File: src/rtl/race_controller.sv
// Race sequencer: start-light countdown, checkpoint/lap validation and lap-timer
// command pulses. All outputs come straight from registers.
module race_controller #(
    parameter int NUM_LAPS   = 3,
    parameter int TICK_DIV   = 650000,
    parameter int STEP_TICKS = 100
) (
    input  logic       pclk,
    input  logic       rst,
    input  logic       btn_start,
    input  logic       btn_pause,
    input  logic       finish_line,
    input  logic [3:0] checkpoint,
    input  logic       max_time_exceeded,
    output logic       timer_rst,
    output logic       timer_start,
    output logic       timer_stop,
    output logic       timer_lap_finished,
    output logic       checkpoints_passed,
    output logic [2:0] lights,
    output logic [3:0] lap_count,
    output logic       racing,
    output logic       paused,
    output logic       race_over,
    output logic       dnf
);
    localparam int PW = (TICK_DIV > 1) ? $clog2(TICK_DIV) : 1;
    localparam int SW = (STEP_TICKS > 1) ? $clog2(STEP_TICKS) : 1;

    typedef enum logic [2:0] {S_IDLE, S_COUNTDOWN, S_RACING, S_PAUSED, S_FINISHED} state_t;

    state_t        state_reg, state_next;
    logic [PW-1:0] presc_reg, presc_next;
    logic [SW-1:0] step_reg, step_next;
    logic [2:0]    lights_reg, lights_next;
    logic [3:0]    lap_count_reg, lap_count_next;
    logic [3:0]    mask_reg, mask_next;
    logic [1:0]    phase_reg, phase_next;
    logic          finishing_reg, finishing_next;
    logic          race_over_reg, race_over_next;
    logic          dnf_reg, dnf_next;
    logic          timer_rst_reg, timer_rst_next;
    logic          timer_start_reg, timer_start_next;
    logic          timer_stop_reg, timer_stop_next;
    logic          lap_fin_reg, lap_fin_next;
    logic          cp_passed_reg, cp_passed_next;
    logic          racing_reg, racing_next;
    logic          paused_reg, paused_next;
    logic          fin_prev_reg;

    logic       fin_edge;
    logic       lap_idle;
    logic       cp_window;
    logic [3:0] cp_accept;

    assign fin_edge  = finish_line & ~fin_prev_reg;
    assign lap_idle  = (phase_reg == 2'd0);
    assign cp_window = (state_reg == S_RACING) && lap_idle && !fin_edge;

    generate
        for (genvar gi = 0; gi < 4; gi++) begin : g_cp
            assign cp_accept[gi] = checkpoint[gi] & cp_window;
        end
    endgenerate

    always_comb begin
        state_next       = state_reg;
        presc_next       = presc_reg;
        step_next        = step_reg;
        lights_next      = lights_reg;
        lap_count_next   = lap_count_reg;
        mask_next        = mask_reg;
        phase_next       = phase_reg;
        finishing_next   = finishing_reg;
        race_over_next   = race_over_reg;
        dnf_next         = dnf_reg;
        timer_rst_next   = 1'b0;
        timer_start_next = 1'b0;
        timer_stop_next  = 1'b0;
        lap_fin_next     = 1'b0;

        // Lap window: phase 1 = N+1, phase 2 = N+2; the mask clears leaving N+2.
        case (phase_reg)
            2'd1:    phase_next = 2'd2;
            2'd2:    begin
                phase_next = 2'd0;
                mask_next  = '0;
            end
            default: ;
        endcase

        case (state_reg)
            S_IDLE, S_FINISHED: begin
                if (btn_start) begin
                    timer_rst_next = 1'b1;
                    lap_count_next = '0;
                    mask_next      = '0;
                    phase_next     = 2'd0;
                    finishing_next = 1'b0;
                    race_over_next = 1'b0;
                    dnf_next       = 1'b0;
                    presc_next     = '0;
                    step_next      = '0;
                    lights_next    = 3'b000;
                    state_next     = S_COUNTDOWN;
                end
            end
            S_COUNTDOWN: begin
                if (presc_reg == PW'(TICK_DIV - 1)) begin
                    presc_next = '0;
                    if (step_reg == SW'(STEP_TICKS - 1)) begin
                        step_next = '0;
                        if (lights_reg == 3'b111) begin
                            lights_next      = 3'b000;
                            timer_start_next = 1'b1;
                            state_next       = S_RACING;
                        end else begin
                            lights_next = {lights_reg[1:0], 1'b1};
                        end
                    end else begin
                        step_next = step_reg + SW'(1);
                    end
                end else begin
                    presc_next = presc_reg + PW'(1);
                end
            end
            S_RACING: begin
                if (lap_idle)
                    mask_next = mask_reg | cp_accept;
                if (fin_edge && lap_idle) begin
                    phase_next     = 2'd1;
                    lap_fin_next   = 1'b1;
                    finishing_next = 1'b0;
                    if ((&mask_reg) && (lap_count_reg < 4'(NUM_LAPS))) begin
                        lap_count_next = lap_count_reg + 4'd1;
                        finishing_next = ((lap_count_reg + 4'd1) == 4'(NUM_LAPS));
                    end
                end else if (phase_reg == 2'd1 && finishing_reg) begin
                    finishing_next  = 1'b0;
                    timer_stop_next = 1'b1;
                    race_over_next  = 1'b1;
                    state_next      = S_FINISHED;
                end else if (max_time_exceeded) begin
                    dnf_next        = 1'b1;
                    timer_stop_next = 1'b1;
                    state_next      = S_FINISHED;
                end else if (btn_pause && lap_idle) begin
                    timer_stop_next = 1'b1;
                    state_next      = S_PAUSED;
                end
            end
            S_PAUSED: begin
                if (btn_pause) begin
                    timer_start_next = 1'b1;
                    state_next       = S_RACING;
                end
            end
            default: state_next = S_IDLE;
        endcase

        cp_passed_next = &mask_next;
        racing_next    = (state_next == S_RACING);
        paused_next    = (state_next == S_PAUSED);
    end

    always_ff @(posedge pclk) begin
        if (rst) begin
            state_reg       <= S_IDLE;
            presc_reg       <= '0;
            step_reg        <= '0;
            lights_reg      <= 3'b000;
            lap_count_reg   <= '0;
            mask_reg        <= '0;
            phase_reg       <= 2'd0;
            finishing_reg   <= 1'b0;
            race_over_reg   <= 1'b0;
            dnf_reg         <= 1'b0;
            timer_rst_reg   <= 1'b0;
            timer_start_reg <= 1'b0;
            timer_stop_reg  <= 1'b0;
            lap_fin_reg     <= 1'b0;
            cp_passed_reg   <= 1'b0;
            racing_reg      <= 1'b0;
            paused_reg      <= 1'b0;
            fin_prev_reg    <= 1'b0;
        end else begin
            state_reg       <= state_next;
            presc_reg       <= presc_next;
            step_reg        <= step_next;
            lights_reg      <= lights_next;
            lap_count_reg   <= lap_count_next;
            mask_reg        <= mask_next;
            phase_reg       <= phase_next;
            finishing_reg   <= finishing_next;
            race_over_reg   <= race_over_next;
            dnf_reg         <= dnf_next;
            timer_rst_reg   <= timer_rst_next;
            timer_start_reg <= timer_start_next;
            timer_stop_reg  <= timer_stop_next;
            lap_fin_reg     <= lap_fin_next;
            cp_passed_reg   <= cp_passed_next;
            racing_reg      <= racing_next;
            paused_reg      <= paused_next;
            fin_prev_reg    <= finish_line;
        end
    end

    assign timer_rst          = timer_rst_reg;
    assign timer_start        = timer_start_reg;
    assign timer_stop         = timer_stop_reg;
    assign timer_lap_finished = lap_fin_reg;
    assign checkpoints_passed = cp_passed_reg;
    assign lights             = lights_reg;
    assign lap_count          = lap_count_reg;
    assign racing             = racing_reg;
    assign paused             = paused_reg;
    assign race_over          = race_over_reg;
    assign dnf                = dnf_reg;
endmodule

File: config.mk
export PLATFORM = sky130hd
export DESIGN_NAME = race_controller
export DESIGN_NICKNAME = d
export VERILOG_FILES = /design/src/rtl/race_controller.sv
export SDC_FILE = /design/constraint.sdc
export NUM_CORES = 1
export LEC_CHECK = 0
export CORE_ASPECT_RATIO = 1.1
export CORE_MARGIN = 2
export CORE_UTILIZATION = 30
export CTS_BUF_LIST = sky130_fd_sc_hd__clkbuf_4 sky130_fd_sc_hd__clkbuf_8
export CTS_CLUSTER_SIZE = 16
export DETAILED_ROUTE_END_ITERATION = 8
export HOLD_SLACK_MARGIN = 0.15
export PLACE_DENSITY = 0.48
export SYNTH_ARGS = -nofsm -noshare
export SYNTH_HDL_FRONTEND = slang
export SYNTH_SLANG_ARGS = --single-unit
File: constraint.sdc
create_clock -name pclk -period 6.45 [get_ports pclk]
set_clock_uncertainty 0.15 [all_clocks]
set_input_delay 0.645 -clock pclk [delete_from_list [all_inputs] [get_ports pclk]]
set_output_delay 0.645 -clock pclk [all_outputs]
set_load 0.1 [all_outputs]
==> qor.yml, run 1 <==
holdWs_ns: 0.333
r2r-end: "checkpoints_passed$_SDFF_PP0_"
h-tree-depth: 2
dp_hpwl_um: 4690
synth_area_sq_um: 2740
crit_family: "buffers and inverters"
power_uw: 630
final_common_cell: "dfxtp_1"
worstRegToRegCells: 7
async_flop_share_pct: 0
placed_cells: 447
synth_warnings: 0
holdPathEnd: "presc_reg[19]$_SDFFE_PP0P_"
first_iter_violations: 88
rrSetupSlack_ns: 4.09
slowest_delay_ns: 1.16
grt_setup_unrepaired: "no"
drv_slew: 0
drive_above_1_share_pct: 7.04
timing.fmax_mhz: 372
synthesis.nets: 339
slew-limit-headroom_pct: 34.2
wl_per_cell_um: 14.5
dr.pass1.iters: 4
area_delta_synth_final_pct: 15.3
fill_cells: 909
power.density_nw_per_um2: 199
wirelength_um: 6600
grt_pass1_vias: 2166
synthTopCellsByArea: "dfxtp_1 (39%), a21oi_1 (5.7%), nor2_1 (3.7%)"
ir_drop_mv: 0.0911
start_util_pct: 30.9
core_sq_um: 8870
setup_viol: 0
grt_pass1_wl_um: 10800
p_leak_uw: 0.00106
synth_top_area_cell: "dfxtp_1"
cts_tree: "built"
viasPerCell: 5.15
clock_sinks: 54
tightest_slew_ns: 0.984
antenna_found_initial: 0
netlist_instances: 321
clk_pin_slew_ns: 0.11
cts_hold_buffers: 0
synth.avg_cell_area_sq_um: 8.54
holdPathStages: 2
cts_resized: 0
synth_edf_count: 0
period_share_pct: 41.7
drc: 0
grtUsageTotal_pct: 13.5
nets: 358
grt.overflow.total: 0
cts-root-buf: "clkbuf_8"
postRouteAntennaNets: 0
die_x_um: 95.2
grt_max_degree: 28
port_buffers: 25
worstSetupPathDepth: 1
num_vias: 2343
layoutNonFillerInstCount: 455
worstSetupPathType: "flop to primary output"
status: "finished, final reports clean"
dieArea_sq_um: 9920
hold_violations: 0
diodes: 0
hold_path.startpoint: "presc_reg[19]$_SDFFE_PP0P_"
endpoint_kind: "primary output"
slowest_stage: "clkdlybuf4s50_1"
ys_seq_area_share_pct: 39.4
cap_violations: 0
clk_path_buf_depth: 2
arrival_ns: 1.89
tns_ns: 0
period_minus_slack_ns: 2.69
die_h_um: 104
crit_start: "lights[0]$_SDFFE_PP0P_"
ios: 26
globalplace.congestion: 0.840
worstPathRequired_ns: 5.65
final_cell_mix: "dfxtp_1 (54), a21oi_1 (31), nor2_1 (27)"
synth_top_cell_area_share_pct: 39.4
clock_latency_ns: 0.31
rows: 36
worstPathCellList: "clkdlybuf4s50_1"
crit_path_start_kind: "flop"
netlist-cell-type-count: 60
reg2reg_from: "phase_reg[1]$_SDFF_PP0_"
post_cts_buffers: 0
largest_reg_flops: 20
worst-path-buf-inv: 1
cp_max_fo: 5
synth_seq_cells: 54
ys.flop_type: "dfxtp_1"
cts_made_buffers: 5
hold_path_class: "flop to flop"
-- per-stage QoR --
step	setup WS [ns]	util, %	instance area (sq um)
6_report	3.76	35.6	3160
5_1_grt	3.72	35.6	3160
4_1_cts	3.77	35.6	3160
3_5_place_dp	3.71	34.3	3050
3_3_place_gp	3.81	34.3	3050
2_1_floorplan	4.35	-	2740
-- power by group --
part	total [uW]	switching, uW	internal (uW)
Sequential	341	4.97	337
Clock	241	116	125
Combinational	47.6	30.9	16.8
-- worst register-to-register path, delay by kind of cell (launching register included) --
family	cells	cell delay [ns]
adders and majority gates	1	0.24
and+or+nand+nor	2	0.68
DFF	1	0.35
buffers and inverters	1	0.08
AOI/OAI and AO/OA	3	0.78
-- how the worst max path moves through the flow --
| stage | slack [ns] | endpoint |
|---|---|---|
| 2_1_floorplan | 4.35 | presc_reg[6]$_SDFFE_PP0P_ |
| 3_3_place_gp | 3.81 | presc_reg[6]$_SDFFE_PP0P_ |
| 3_5_place_dp | 3.71 | lap_count[1]$_SDFFE_PP0P_ |
| 4_1_cts | 3.77 | lights[0] |
| 5_1_grt | 3.72 | lights[1] |
| 6_report | 3.76 | lights[0] |
-- cell families after synthesis --
| logic type | share of synthesized area, % |
|---|---|
| and+or+nand+nor | 30.1 |
| AOI/OAI and AO/OA | 18.8 |
| DFF | 39.4 |
| buffers and inverters | 5.11 |
| xor gates and xnor gates | 2.55 |
| adders and majority gates | 3.65 |
| muxes | 0.365 |
-- synthesized netlist by cell type (2+ instances only) --
master	n
a211o_1	3
a31oi_1	7
o21ai_1	2
a21o_1	3
inv_1	10
and3_1	4
buf_6	4
o21a_1	2
ha_1	8
or4_1	6
nand2_1	25
and2_1	5
xor2_1	4
nand4_1	8
and4b_1	2
nor3_2	2
a21oi_1	31
or2_2	3
or3_1	3
a22oi_1	5
a22o_1	2
o31ai_1	6
clkbuf_1	7
a2bb2oi_1	2
nand2b_1	13
dfxtp_1	54
nor3_1	7
nand3b_1	2
nand3_1	16
nor2b_1	4
xnor2_1	4
nor2_1	27
o21ai_0	13
-- layer usage --
metal  vias to the layer above  GRT usage (%)  part of all wire [%]
li1                       1200              -                     -
met1                      1094           17.5                    47
met2                        39           22.3                    48
met3                        10           2.39                   2.7
met4                         0           4.76                   1.6
met5                         -              0                     0
-- layout make-up --
| type | count | area [sq um] | area share [%] |
|---|---|---|---|
| Sequential cell | 54 | 1080 | 34.2 |
| Tap cell | 114 | 143 | 4.51 |
| Clock inverter | 1 | 30.0 | 0.950 |
| Clock buffer | 7 | 83.8 | 2.65 |
| Timing Repair Buffer | 27 | 265 | 8.39 |
| Inverter | 10 | 37.5 | 1.19 |
| Multi-Input combinational cell | 242 | 1520 | 48.1 |
Power figures use the tool's default switching activity.
==> run 2, diff against run 1 <==
--- a/config.mk
+++ b/config.mk
@@ -12,7 +12,7 @@
 export CTS_CLUSTER_SIZE = 16
 export DETAILED_ROUTE_END_ITERATION = 8
 export HOLD_SLACK_MARGIN = 0.15
-export PLACE_DENSITY = 0.48
+export PLACE_DENSITY = 0.5
 export SYNTH_ARGS = -nofsm -noshare
 export SYNTH_HDL_FRONTEND = slang
 export SYNTH_SLANG_ARGS = --single-unit
==> constraint.sdc (replaced) <==
create_clock -name pclk -period 2.2 [get_ports pclk]
set_clock_uncertainty 0.15 [all_clocks]
set_input_delay 0.22 -clock pclk [delete_from_list [all_inputs] [get_ports pclk]]
set_output_delay 0.22 -clock pclk [all_outputs]
set_load 0.1 [all_outputs]
==> qor.yml, run 2 (synthesis results as in run 1) <==
post_cts_buffers: 0
setup_viol: 0
grt.overflow.total: 0
rrSetupSlack_ns: 0.14
crit_path_start_kind: "flop"
arrival_ns: 2.12
slowest_delay_ns: 0.38
start_util_pct: 30.9
wl_per_cell_um: 14.1
diodes: 0
port_buffers: 25
cts_made_buffers: 5
pre_cts_ws_ns: -0.0267
setup_ws_ns: 0.137
cts-root-buf: "clkbuf_8"
power.density_nw_per_um2: 522
antenna_found_initial: 0
clock_sinks: 54
power_uw: 1730
r2r-end: "racing$_SDFF_PP0_"
slowest_stage: "or3_1"
cts_tree: "built"
worstSetupPathType: "flop to flop"
grt_setup_unrepaired: "yes"
hold_violations: 0
p_int_uw: 1280
multi_input_area_sq_um: 1550
cap_violations: 0
dieArea_sq_um: 9920
clk_pin_slew_ns: 0.11
layoutNonFillerInstCount: 478
first_iter_violations: 147
p_sw_share_pct: 25.5
period_minus_slack_ns: 2.06
dr.pass1.iters: 4
clock_latency_ns: 0.31
nets: 382
num_vias: 2469
timing.fmax_mhz: 485
globalplace.congestion: 0.822
area_delta_synth_final_pct: 20.4
ios: 26
drv_slew: 0
viasPerCell: 5.17
grt_pass1_wl_um: 11100
p_leak_uw: 0.00123
hold_path_class: "flop to flop"
holdPathStages: 2
holdPathEnd: "presc_reg[19]$_SDFFE_PP0P_"
dp_hpwl_um: 4980
largest_reg_flops: 20
period_share_pct: 93.8
placed_cells: 471
die_h_um: 104
reg2reg_from: "phase_reg[1]$_SDFF_PP0_"
wirelength_um: 6720
clk_path_buf_depth: 2
hold_path.startpoint: "presc_reg[19]$_SDFFE_PP0P_"
comb_power_share_pct: 9.7
rows: 36
holdWs_ns: 0.338
final-seq-area_sq_um: 1080
tightest_slew_ns: 0.749
fin_util_pct: 37.2
cp_max_fo: 4
p_seq_share_pct: 57.6
ir_drop_mv: 0.271
final_common_cell: "dfxtp_1"
final_cell_mix: "dfxtp_1 (52), buf_4 (42), a21oi_1 (30)"
worstPathCellList: "inv_1, ha_1, and3b_1, or3_1, o311ai_1, a21oi_1, nor2b_1"
p_clk_share_pct: 32.7
worstPathRequired_ns: 2.26
endpoint_kind: "flop"
core_sq_um: 8870
p_sw_uw: 441
worstRegToRegCells: 7
status: "finished, final reports clean"
drive_above_1_share_pct: 18.7
grt_pass1_vias: 2272
h-tree-depth: 2
grt_max_degree: 27
grtUsageTotal_pct: 13.9
drc: 0
slew-limit-headroom_pct: 49.9
die_x_um: 95.2
fill_cells: 924
postRouteAntennaNets: 0
[run 2: power groups by stage]
stage / Clock [uW] / Sequential (uW) / Combinational, uW
global placement: 0 / 1020 / 165
global route: 615 / 996 / 184
floorplan: 0 / 1020 / 96.6
detailed placement: 0 / 1020 / 165
CTS: 592 / 994 / 166
finish: 565 / 994 / 167
[run 2: stage by stage]
step	TNS, ns	area, sq um
after floorplan	0	2740
after global placement	-0.0519	3190
after detailed placement	-0.0945	3190
after CTS	0	3280
after global routing	-0.00384	3300
final	0	3300
[run 2: worst max path at each step]
stage	start	endpoint	slack [ns]	cells after the start
after floorplan	presc_reg[0]$_SDFFE_PP0P_	presc_reg[6]$_SDFFE_PP0P_	0.10	7
after global placement	presc_reg[12]$_SDFFE_PP0P_	step_reg[4]$_SDFFE_PP0P_	-0.02	5
after detailed placement	presc_reg[12]$_SDFFE_PP0P_	step_reg[6]$_SDFFE_PP0P_	-0.03	5
after CTS	phase_reg[1]$_SDFF_PP0_	racing$_SDFF_PP0_	0.03	7
after global routing	presc_reg[0]$_SDFFE_PP0P_	presc_reg[8]$_SDFFE_PP0P_	-0.002	7
final	phase_reg[1]$_SDFF_PP0_	racing$_SDFF_PP0_	0.14	7
[run 2: cell type report]
cell class,count,share of cell area (%)
Timing Repair Buffer,51,12.3
Clock inverter,1,0.227
Tap cell,114,4.32
Sequential cell,54,32.8
Clock buffer,6,2.31
Multi-Input combinational cell,242,46.9
Inverter,10,1.14
[run 2: repair_timing]
action | in CTS | in global routing
endpoints found under the setup margin | 5 | 19
pin swaps | 0 | 0
resized for setup | 1 | 8
hold buffers | 0 | 0
[run 2: worst max-delay path: cells and delay by family (launching register included)]
kind	cells	cell delay [ns]
AND/OR/NAND/NOR	3	0.76
AO/OA/AOI/OAI	2	0.39
adder cells (fa/ha/maj)	1	0.23
flip-flops	1	0.37
buffers and inverters	1	0.06
[run 2: routing by layer]
layer  share of wire, %  global-route usage (%)
met5                  0                       0
met4                1.5                    3.93
met3                3.7                    2.61
met2                 48                    23.0
met1                 46                    18.3
==> run 3, diff against run 2 <==
--- a/config.mk
+++ b/config.mk
@@ -5,14 +5,14 @@
 export SDC_FILE = /design/constraint.sdc
 export NUM_CORES = 1
 export LEC_CHECK = 0
-export CORE_ASPECT_RATIO = 1.1
+export CORE_ASPECT_RATIO = 1.75
 export CORE_MARGIN = 2
 export CORE_UTILIZATION = 30
 export CTS_BUF_LIST = sky130_fd_sc_hd__clkbuf_4 sky130_fd_sc_hd__clkbuf_8
 export CTS_CLUSTER_SIZE = 16
 export DETAILED_ROUTE_END_ITERATION = 8
 export HOLD_SLACK_MARGIN = 0.15
-export PLACE_DENSITY = 0.5
+export PLACE_DENSITY = 0.48
 export SYNTH_ARGS = -nofsm -noshare
 export SYNTH_HDL_FRONTEND = slang
 export SYNTH_SLANG_ARGS = --single-unit
==> constraint.sdc (replaced) <==
create_clock -name pclk -period 2.6 [get_ports pclk]
set_clock_uncertainty 0.15 [all_clocks]
set_input_delay 0.26 -clock pclk [delete_from_list [all_inputs] [get_ports pclk]]
set_output_delay 0.26 -clock pclk [all_outputs]
set_load 0.1 [all_outputs]
==> qor.yml, run 3 (synthesis results as in run 1) <==
status: "finished, final reports clean"
ios: 26
dp_hpwl_um: 5400
rows: 46
final_common_cell: "dfxtp_1"
die_h_um: 130
globalplace.congestion: 0.838
drv_slew: 0
clk_path_buf_depth: 2
reg2reg_from: "presc_reg[0]$_SDFFE_PP0P_"
hold_path.startpoint: "presc_reg[19]$_SDFFE_PP0P_"
diodes: 0
grt.overflow.total: 0
cts_made_buffers: 5
p_leak_uw: 0.00113
endpoint_kind: "flop"
tns_ns: 0
wl_per_cell_um: 15.0
dr.pass1.iters: 4
ir_drop_mv: 0.292
cts-root-buf: "clkbuf_8"
timing.fmax_mhz: 424
hold_path_class: "flop to flop"
arrival_ns: 2.40
period_minus_slack_ns: 2.36
period_share_pct: 90.8
num_vias: 2409
start_util_pct: 30.5
slew-limit-headroom_pct: 48.4
cp_max_fo: 11
grt_pass1_wl_um: 11600
postRouteAntennaNets: 0
core_sq_um: 8980
drc: 0
cts_hold_buffers: 0
power.density_nw_per_um2: 457
crit_path_start_kind: "flop"
cts_tree: "built"
clk_pin_slew_ns: 0.10
grtUsageTotal_pct: 14.6
holdWs_ns: 0.337
worstSetupPathType: "flop to flop"
h-tree-depth: 2
worstPathRequired_ns: 2.64
grt_max_degree: 27
wirelength_um: 7060
viasPerCell: 5.14
cap_violations: 0
setup_viol: 0
antenna_found_initial: 0
drive_above_1_share_pct: 13.8
final_cell_mix: "dfxtp_1 (54), a21oi_1 (31), buf_4 (28)"
grt_setup_unrepaired: "no"
port_buffers: 25
crit_start: "presc_reg[0]$_SDFFE_PP0P_"
area_delta_synth_final_pct: 15.7
dieArea_sq_um: 9950
tightest_slew_ns: 0.773
post_cts_buffers: 0
clock_latency_ns: 0.31
clock_sinks: 54
cts_resized: 0
grt_pass1_vias: 2384
nets: 368
die_x_um: 76.3
largest_reg_flops: 20
first_iter_violations: 132
hold_violations: 0
-- run 3: cell count changes in the layout (fill, tap and decap cells not counted), sizes merged --
cell and delta:
buf -14, clkinvlp -1
-- run 3: critical path, cell delays in order, from the launching register on --
cell and delay (ns):
dfxtp_1 0.42, ha_1 0.24, or4b_4 0.50, nor4_4 0.18, a21oi_1 0.29, buf_4 0.27, a21oi_1 0.14, a31oi_1 0.05
-- run 3: path summary, 6_finish.rpt --
check	end	slack [ns]	depth (start not counted)
worst min register to register	presc_reg[19]$_SDFFE_PP0P_	0.34	2
worst min-delay path	presc_reg[19]$_SDFFE_PP0P_	0.34	2
worst max register to register	presc_reg[2]$_SDFFE_PP0P_	0.24	7
worst max-delay path	presc_reg[2]$_SDFFE_PP0P_	0.24	7
-- run 3: per-layer routing --
metal	GRT usage, %	part of all wire (%)	up-vias
met5	0	0	-
met4	6.52	1.7	0
met2	30.0	58	32
met3	2.06	2.3	6
li1	-	-	1217
met1	14.2	38	1154
-- run 3: area by class of cell --
type                            count  area (sq um)
Multi-Input combinational cell    242          1520
Clock buffer                        6          82.6
Tap cell                          120           150
Timing Repair Buffer               37           300
Sequential cell                    54          1080
Inverter                           10          37.5
Fill cell                        1018          5810
-- run 3: report_power, final --
part | switching, uW | internal [uW] | leakage, uW
Sequential | 8.28 | 835 | 0.000436
Combinational | 82.5 | 49.5 | 0.000653
Clock | 268 | 206 | 0.0000431
-- run 3: through the flow --
step / std cells / cell area, sq um / util [%] / power [uW] / worst slack [ns]
4_1_cts: 469 / 3170 / 35.3 / 1480 / 0.233
3_5_place_dp: 463 / 3090 / 34.4 / 996 / 0.253
3_3_place_gp: 463 / 3090 / 34.4 / 996 / 0.261
6_report: 469 / 3170 / 35.3 / 1450 / 0.240
5_1_grt: 469 / 3170 / 35.3 / 1510 / 0.0762
2_1_floorplan: 321 / 2740 / - / 948 / 0.502
